$ cat src/rtl/monitor_ser_pkg.sv
// Shared types and constants for the monitor output serializer.
// Fixes the stream count and widths; the record layout derives from them.
package monitor_ser_pkg;

    localparam int NUM_OUT    = 4;
    localparam int DATA_W     = 64;
    localparam int TS_W       = 32;
    localparam int IDX_W      = $clog2(NUM_OUT);
    localparam int DROP_CNT_W = 16;

    localparam logic KIND_HEADER = 1'b0;
    localparam logic KIND_DATA   = 1'b1;

    // Header beat layout: ts in the low bits, active mask directly above it.
    localparam int HDR_TS_LSB   = 0;
    localparam int HDR_MASK_LSB = TS_W;

    typedef struct packed {
        logic [TS_W-1:0]           ts;
        logic [NUM_OUT-1:0]        mask;
        logic [NUM_OUT*DATA_W-1:0] data;
    } record_t;

    typedef enum logic [1:0] {
        ST_IDLE,
        ST_HEADER,
        ST_DATA
    } ser_state_e;

endpackage

$ cat src/rtl/ser_record_fifo.sv
// Single-clock record FIFO with synchronous reset to empty.
// Exposes the head and the entry behind it so the drain can chain records.
module ser_record_fifo
    import monitor_ser_pkg::*;
#(
    parameter int DEPTH = 8
) (
    input  logic    clk,
    input  logic    rst,
    input  logic    push,
    input  logic    pop,
    input  record_t wr_rec,
    output record_t head,
    output record_t next_head,
    output logic    full,
    output logic    empty,
    output logic    multi
);

    localparam int PTR_W = $clog2(DEPTH);

    record_t            mem [DEPTH];
    logic [PTR_W-1:0]   wr_ptr;
    logic [PTR_W-1:0]   rd_ptr;
    logic [PTR_W:0]     count;
    logic               do_push;
    logic               do_pop;

    assign empty     = (count == '0);
    assign full      = (count == (PTR_W+1)'(DEPTH));
    assign multi     = (count > (PTR_W+1)'(1));
    assign do_pop    = pop && !empty;
    assign do_push   = push && (!full || do_pop);
    assign head      = mem[rd_ptr];
    assign next_head = mem[rd_ptr + PTR_W'(1)];

    always_ff @(posedge clk) begin
        if (rst) begin
            wr_ptr <= '0;
            rd_ptr <= '0;
            count  <= '0;
        end else begin
            if (do_push) wr_ptr <= wr_ptr + PTR_W'(1);
            if (do_pop)  rd_ptr <= rd_ptr + PTR_W'(1);
            case ({do_push, do_pop})
                2'b10:   count <= count + (PTR_W+1)'(1);
                2'b01:   count <= count - (PTR_W+1)'(1);
                default: count <= count;
            endcase
        end
    end

    // NOTE: storage is deliberately not reset; pointers and count alone decide
    // which entries are valid, so clearing the array would only cost logic.
    always_ff @(posedge clk) begin
        if (do_push) mem[wr_ptr] <= wr_rec;
    end

endmodule

$ cat src/rtl/monitor_output_serializer.sv
// Captures monitor verdict records and drains them as header + data beats.
// Define SER_TIMESTAMP_EN to include the timestamp counter; otherwise ts reads 0.
module monitor_output_serializer
    import monitor_ser_pkg::*;
#(
    parameter int DEPTH = 8
) (
    input  logic                      clk,
    input  logic                      rst,
    input  logic                      en,
    input  logic [NUM_OUT*DATA_W-1:0] out_data,
    input  logic [NUM_OUT-1:0]        out_aktv,
    output logic                      m_valid,
    input  logic                      m_ready,
    output logic                      m_kind,
    output logic [IDX_W-1:0]          m_idx,
    output logic [DATA_W-1:0]         m_data,
    output logic                      m_last,
    output logic [DROP_CNT_W-1:0]     drop_cnt,
    output logic                      overflow
);

    logic [TS_W-1:0] ts;

`ifdef SER_TIMESTAMP_EN
    always_ff @(posedge clk) begin
        if (rst)     ts <= '0;
        else if (en) ts <= ts + TS_W'(1);
    end
`else
    assign ts = '0;
`endif

    logic       capture, drop, pop;
    logic       full, empty, multi;
    record_t    cap_rec, head, next_head, work;

    assign capture = en && (|out_aktv);
    assign cap_rec = '{ts: ts, mask: out_aktv, data: out_data};
    // A full FIFO only takes a capture if the drain frees a slot on the same edge.
    assign drop    = capture && full && !pop;

    ser_record_fifo #(.DEPTH(DEPTH)) u_fifo (
        .clk       (clk),
        .rst       (rst),
        .push      (capture),
        .pop       (pop),
        .wr_rec    (cap_rec),
        .head      (head),
        .next_head (next_head),
        .full      (full),
        .empty     (empty),
        .multi     (multi)
    );

    // NOTE: sequential state uses non-blocking assignments so every register
    // samples pre-edge values regardless of block ordering.
    always_ff @(posedge clk) begin
        if (rst) begin
            drop_cnt <= '0;
            overflow <= 1'b0;
        end else if (drop) begin
            overflow <= 1'b1;
            if (drop_cnt != '1) drop_cnt <= drop_cnt + DROP_CNT_W'(1);
        end
    end

    function automatic logic [IDX_W-1:0] lowest_set(input logic [NUM_OUT-1:0] m);
        lowest_set = '0;
        for (int i = NUM_OUT - 1; i >= 0; i--) begin
            if (m[i]) lowest_set = IDX_W'(i);
        end
    endfunction

    ser_state_e         state, state_n;
    logic [IDX_W-1:0]   cur_idx, idx_n;
    logic               load_head, load_next;
    logic [NUM_OUT-1:0] remaining;
    logic [DATA_W-1:0]  header_word;

    assign remaining = work.mask & (({NUM_OUT{1'b1}} << cur_idx) << 1);

    always_ff @(posedge clk) begin
        if (rst) begin
            state   <= ST_IDLE;
            cur_idx <= '0;
        end else begin
            state   <= state_n;
            cur_idx <= idx_n;
        end
    end

    // Working copy is only observed outside IDLE, so it needs no reset.
    always_ff @(posedge clk) begin
        if (load_head)      work <= head;
        else if (load_next) work <= next_head;
    end

    always_comb begin
        header_word = '0;
        header_word[HDR_TS_LSB +: TS_W]      = work.ts;
        header_word[HDR_MASK_LSB +: NUM_OUT] = work.mask;
    end

    // NOTE: every output of this block gets a default first, so no path
    // through the case statement can infer a latch.
    always_comb begin
        state_n   = state;
        idx_n     = cur_idx;
        load_head = 1'b0;
        load_next = 1'b0;
        pop       = 1'b0;
        m_valid   = 1'b0;
        m_kind    = KIND_HEADER;
        m_idx     = '0;
        m_data    = '0;
        m_last    = 1'b0;
        case (state)
            ST_IDLE: begin
                if (!empty) begin
                    state_n   = ST_HEADER;
                    load_head = 1'b1;
                end
            end
            ST_HEADER: begin
                m_valid = 1'b1;
                m_data  = header_word;
                if (m_ready) begin
                    state_n = ST_DATA;
                    idx_n   = lowest_set(work.mask);
                end
            end
            ST_DATA: begin
                m_valid = 1'b1;
                m_kind  = KIND_DATA;
                m_idx   = cur_idx;
                m_data  = work.data[cur_idx*DATA_W +: DATA_W];
                m_last  = (remaining == '0);
                if (m_ready) begin
                    if (!m_last) begin
                        idx_n = lowest_set(remaining);
                    end else begin
                        pop = 1'b1;
                        if (multi) begin
                            state_n   = ST_HEADER;
                            load_next = 1'b1;
                        end else begin
                            state_n = ST_IDLE;
                        end
                    end
                end
            end
            default: state_n = ST_IDLE;
        endcase
    end

endmodule

$ cat config.mk
export PLATFORM = sky130hd
export DESIGN_NAME = monitor_output_serializer
export DESIGN_NICKNAME = d
export VERILOG_FILES = /design/src/rtl/monitor_ser_pkg.sv /design/src/rtl/ser_record_fifo.sv /design/src/rtl/monitor_output_serializer.sv
export SDC_FILE = /design/constraint.sdc
export NUM_CORES = 2
export LEC_CHECK = 0
export BUFFER_PORTS_ARGS = -buffer_cell sky130_fd_sc_hd__buf_2
export CAP_MARGIN = 25
export CELL_PAD_IN_SITES_DETAIL_PLACEMENT = 1
export CELL_PAD_IN_SITES_GLOBAL_PLACEMENT = 2
export CORE_ASPECT_RATIO = 1.75
export CORE_MARGIN = 3
export CORE_UTILIZATION = 43
export CTS_CLUSTER_DIAMETER = 80
export CTS_CLUSTER_SIZE = 10
export DETAILED_ROUTE_END_ITERATION = 12
export PLACE_DENSITY = 0.71
export SLEW_MARGIN = 20
export SYNTH_ARGS = -nofsm -noshare
export SYNTH_HDL_FRONTEND = slang
export SYNTH_HIERARCHICAL = 1
export SYNTH_SLANG_ARGS = --single-unit
export TNS_END_PERCENT = 100
$ cat constraint.sdc
create_clock -name clk -period 38.9 [get_ports clk]
set_clock_uncertainty 0.15 [all_clocks]
set_input_delay 3.89 -clock clk [delete_from_list [all_inputs] [get_ports clk]]
set_output_delay 3.89 -clock clk [all_outputs]
set_load 0.02 [all_outputs]
==> flow_summary_export.csv <==
group,metric,value,unit
run_status,outcome,"finished, final reports clean",
cts,post_cts.repair.setup_buffers,0,
pwr,portion_of_total_power_attributed_to_sequential_cells,52.1,%
synthesis,synth.most_common_cell,"sky130_fd_sc_hd__edfxtp_1",
pwr,power.switching,1.53,mW
detailed_routing,wl_per_cell,34.0,µm
synthesis,synth.distinct_cells,56,
pwr,sw_frac_of_total,23.3,%
grt,grt_pass1_vias,67600,
floorplan,fp-row-count,257,
synthesis,synth_sequential_area_ratio,65.5,%
cts,cts_tree,"built",
cts,cts_sinks,2662,
job,drv_cap,0,
grt,groute.layer.met3.usage,5.74,%
detailed_routing,route.antenna.remaining_nets,0,
pwr,comb_power_share,9.2,%
grt,grt.busiest_layer,"met2",
synthesis,synth-compound-area-share,0.591,%
worst_setup_path,critPathKind,"in -> reg",
synthesis,avgSynthCellArea,22.3,µm²
placed_design,gp_routability_congestion,0.757,
cts,cts_max_level,5,
synthesis,synth-warning-count,6,
synthesis,post_synth_instance_area,122000,µm²
detailed_routing,num_vias,61200,
sta,timing.max_slew.rel_slack,23.4,%
sta,report.final.hold_viol_count,0,
grt,grt_pass1_wl,488,mm
synthesis,yosys.area_share.simple,0.646,%
placed_design,port_buffers,349,
detailed_routing,first_pass_iters,5,
worst_setup_path,crit_path_end_kind,"register",
detailed_routing,vias_per_cell,6.17,
sta,final.setup.tns,0,ns
synthesis,post-synth-top-area-cell,"sky130_fd_sc_hd__edfxtp_1",
grt,grt_antenna_before_repair,164,
finish,finish.cell_count_without_fillers,9918,
worst_setup_path,crit_required,39.21,ns
sta,maximum_frequency_from_static_timing_analysis,120,MHz
finish,design.final.nets,6354,
pwr,power_leakage,41.4,nW
worst_hold_path,type_of_the_most_critical_hold_path,"reg -> reg",
grt,globalRouteMet1Util,31.1,%
floorplan,floorplan.core_area,281000,µm²
synthesis,netlist_top_cells_count,"sky130_fd_sc_hd__edfxtp_1 (2,628), sky130_fd_sc_hd__mux4_2 (1,232), sky130_fd_sc_hd__mux2_2 (877), sky130_fd_sc_hd__buf_6 (124), sky130_fd_sc_hd__buf_2 (109)",
worst_setup_path,setup.worst_path.start_class,"input port",
synthesis,ys_dominant_reg_cell,"sky130_fd_sc_hd__edfxtp_1",
sta,finalCriticalPeriod,8.35,ns
synthesis,post_synthesis_cell_count,5440,
grt,globalRouteTotalUtil,23.3,%
cts,clkSlewWorstSetupHoldPaths,0.06,ns
synthesis,post_synthesis_mux_area_share,31.0,%
finish,fraction_of_layout_cells_with_a_size_suffix_above_1,48.0,%
floorplan,design.portCount,350,
floorplan,die-width,408,µm
sta,report.final.setup_viol,0,
placed_design,dp_hpwl,194,mm
finish,fillers,24900,
cts,max-clock-path-buffers,4,
cts,post_cts_resized,0,
cts,root_buffer,"sky130_fd_sc_hd__clkbuf_16",
synthesis,yosys_register_bits,2662,
floorplan,dieArea,289000,µm²
grt,use_met2,38.2,%
cts,postCtsHoldBufs,0,
synthesis,yosys.area.top_type_share,64.9,%
finish,synth_to_final_area_change,11.9,%
sta,setup_repair_after_global_routing_missed_its_margin,"no",
grt,grt_max_degree,136,
detailed_routing,remaining_drc_errors,0,
cts,clock_latency_of_the_later_clocked_register_in_the_worst_skew_pair,0.88,ns
sta,worst_slew_pin_slew,1.15,ns
pwr,power.internal,5.03,mW
placed_design,place_inst,9522,
worst_setup_path,critPathArrivalTime,8.66,ns
pwr,irDropWorstVdd,31.5,µV
synthesis,synth_top_family_by_area,"multiplexers",
pwr,clock_power_share,38.7,%
synthesis,synth-edff-count,2628,
synthesis,post_synth_xor_area_fraction,0.0432,%
floorplan,floorplan.die.height,709,µm
synthesis,synth-adder-area-share,0.113,%
synthesis,synth.area.top_cells,"sky130_fd_sc_hd__edfxtp_1 (65%), sky130_fd_sc_hd__mux4_2 (23%), sky130_fd_sc_hd__mux2_2 (8.1%)",
grt,gr-total-overflow,0,
worst_setup_path,worst-path-max-fanout,85,
sta,slew_viol_final,0,
cts,cts_made_buffers,308,
detailed_routing,detail_route.iter0.violations,5764,
sta,fin_crit_sh,21.5,%
floorplan,initial_utilization,43.3,%
detailed_routing,drt-total-wl,337,mm
pwr,power_density,48.2,nW/µm²
synthesis,asyncSetResetFlopFracSynth,0,%
-- state kept, by name, indices dropped and copies added, names as in the netlist, named ones only --
register       flops
u_fifo/mem      2336
work             256
header_word       36
drop_cnt          16
u_fifo/count       4
u_fifo/rd_ptr      3
u_fifo/wr_ptr      3
cur_idx            2
state              2
overflow           1
-- power groups by stage --
stage | clock network [mW] | logic, mW | registers, mW
floorplan | 0 | 0.378 | 3.47
CTS | 2.61 | 0.602 | 3.43
detailed placement | 0 | 0.598 | 3.48
global route | 2.72 | 0.644 | 3.43
global placement | 0 | 0.590 | 3.48
finish | 2.54 | 0.603 | 3.42
-- worst max-delay path, stage by stage --
cell                      delay, ns
sky130_fd_sc_hd__buf_2         0.21
sky130_fd_sc_hd__o41a_1        0.60
sky130_fd_sc_hd__o21ai_1       0.40
sky130_fd_sc_hd__nor3_2        0.60
sky130_fd_sc_hd__buf_4         0.69
sky130_fd_sc_hd__buf_12        0.59
sky130_fd_sc_hd__buf_4         0.75
sky130_fd_sc_hd__buf_4         0.79
-- layer usage --
layer,wire (µm),vias up
met3,26800,600
li1,-,24600
met1,136000,33700
met2,165000,2190
met4,8570,92
met5,610,-
-- metrics by stage --
stage	power, mW	worst slack [ns]	hold slack [ns]	util [%]	area, µm²
global placement	4.07	29.40	0.315	45.5	128000
CTS	6.64	30.17	0.355	48.4	136000
global route	6.79	30.17	0.384	48.4	136000
finish	6.56	30.55	0.356	48.5	136000
floorplan	3.85	5.00	0.338	-	123000
detailed placement	4.08	29.21	0.340	45.5	128000
-- final cells by class --
cell class | count | area, µm² | share of cell area (%)
clock buffer | 340 | 8150 | 5.99
clock inverter | 10 | 75.1 | 0.0552
tap | 3755 | 4700 | 3.45
sequential | 2662 | 79600 | 58.5
multi-input combinational | 2629 | 40500 | 29.7
inverter | 9 | 33.8 | 0.0248
timing repair buffer | 469 | 2950 | 2.16
antenna | 44 | 110 | 0.0809
-- kinds of logic after synthesis --
| group | Yosys count |
|---|---|
| adder cells (fa/ha/maj) | 11 |
| multiplexers | 2116 |
| AND/OR/NAND/NOR | 144 |
| other | 1 |
| buffers and inverters | 404 |
| flip-flops | 2662 |
| XOR/XNOR | 6 |
| AO/OA/AOI/OAI | 96 |
-- placed cells by master, fill, tap and decap left out, drive strengths merged, types with 7 or more instances in the layout --
cell and instances:
a21oi 19, clkbuf 340, and2 33, inv 16
ha 11, nor3 12, edfxtp 2628, nand4 8
dfxtp 34, or3 7, o21ai 16, nand2 11
diode 44, nand2b 7, conb 256, nand3 11
buf 469, nor2 35, a22o 36, mux2 879
mux4 1232
-- final timing paths --
check	cells after the start	to	startpoint	slack (ns)
worst max-delay path	8	u_fifo/mem[2][208]	out_aktv[0]	30.55
worst min-delay path	2	overflow	overflow	0.36
worst max register to register	9	work[208]	u_fifo/rd_ptr[0]	32.20
worst min register to register	2	overflow	overflow	0.36
Note: power is estimated with default switching activity, not from simulation.
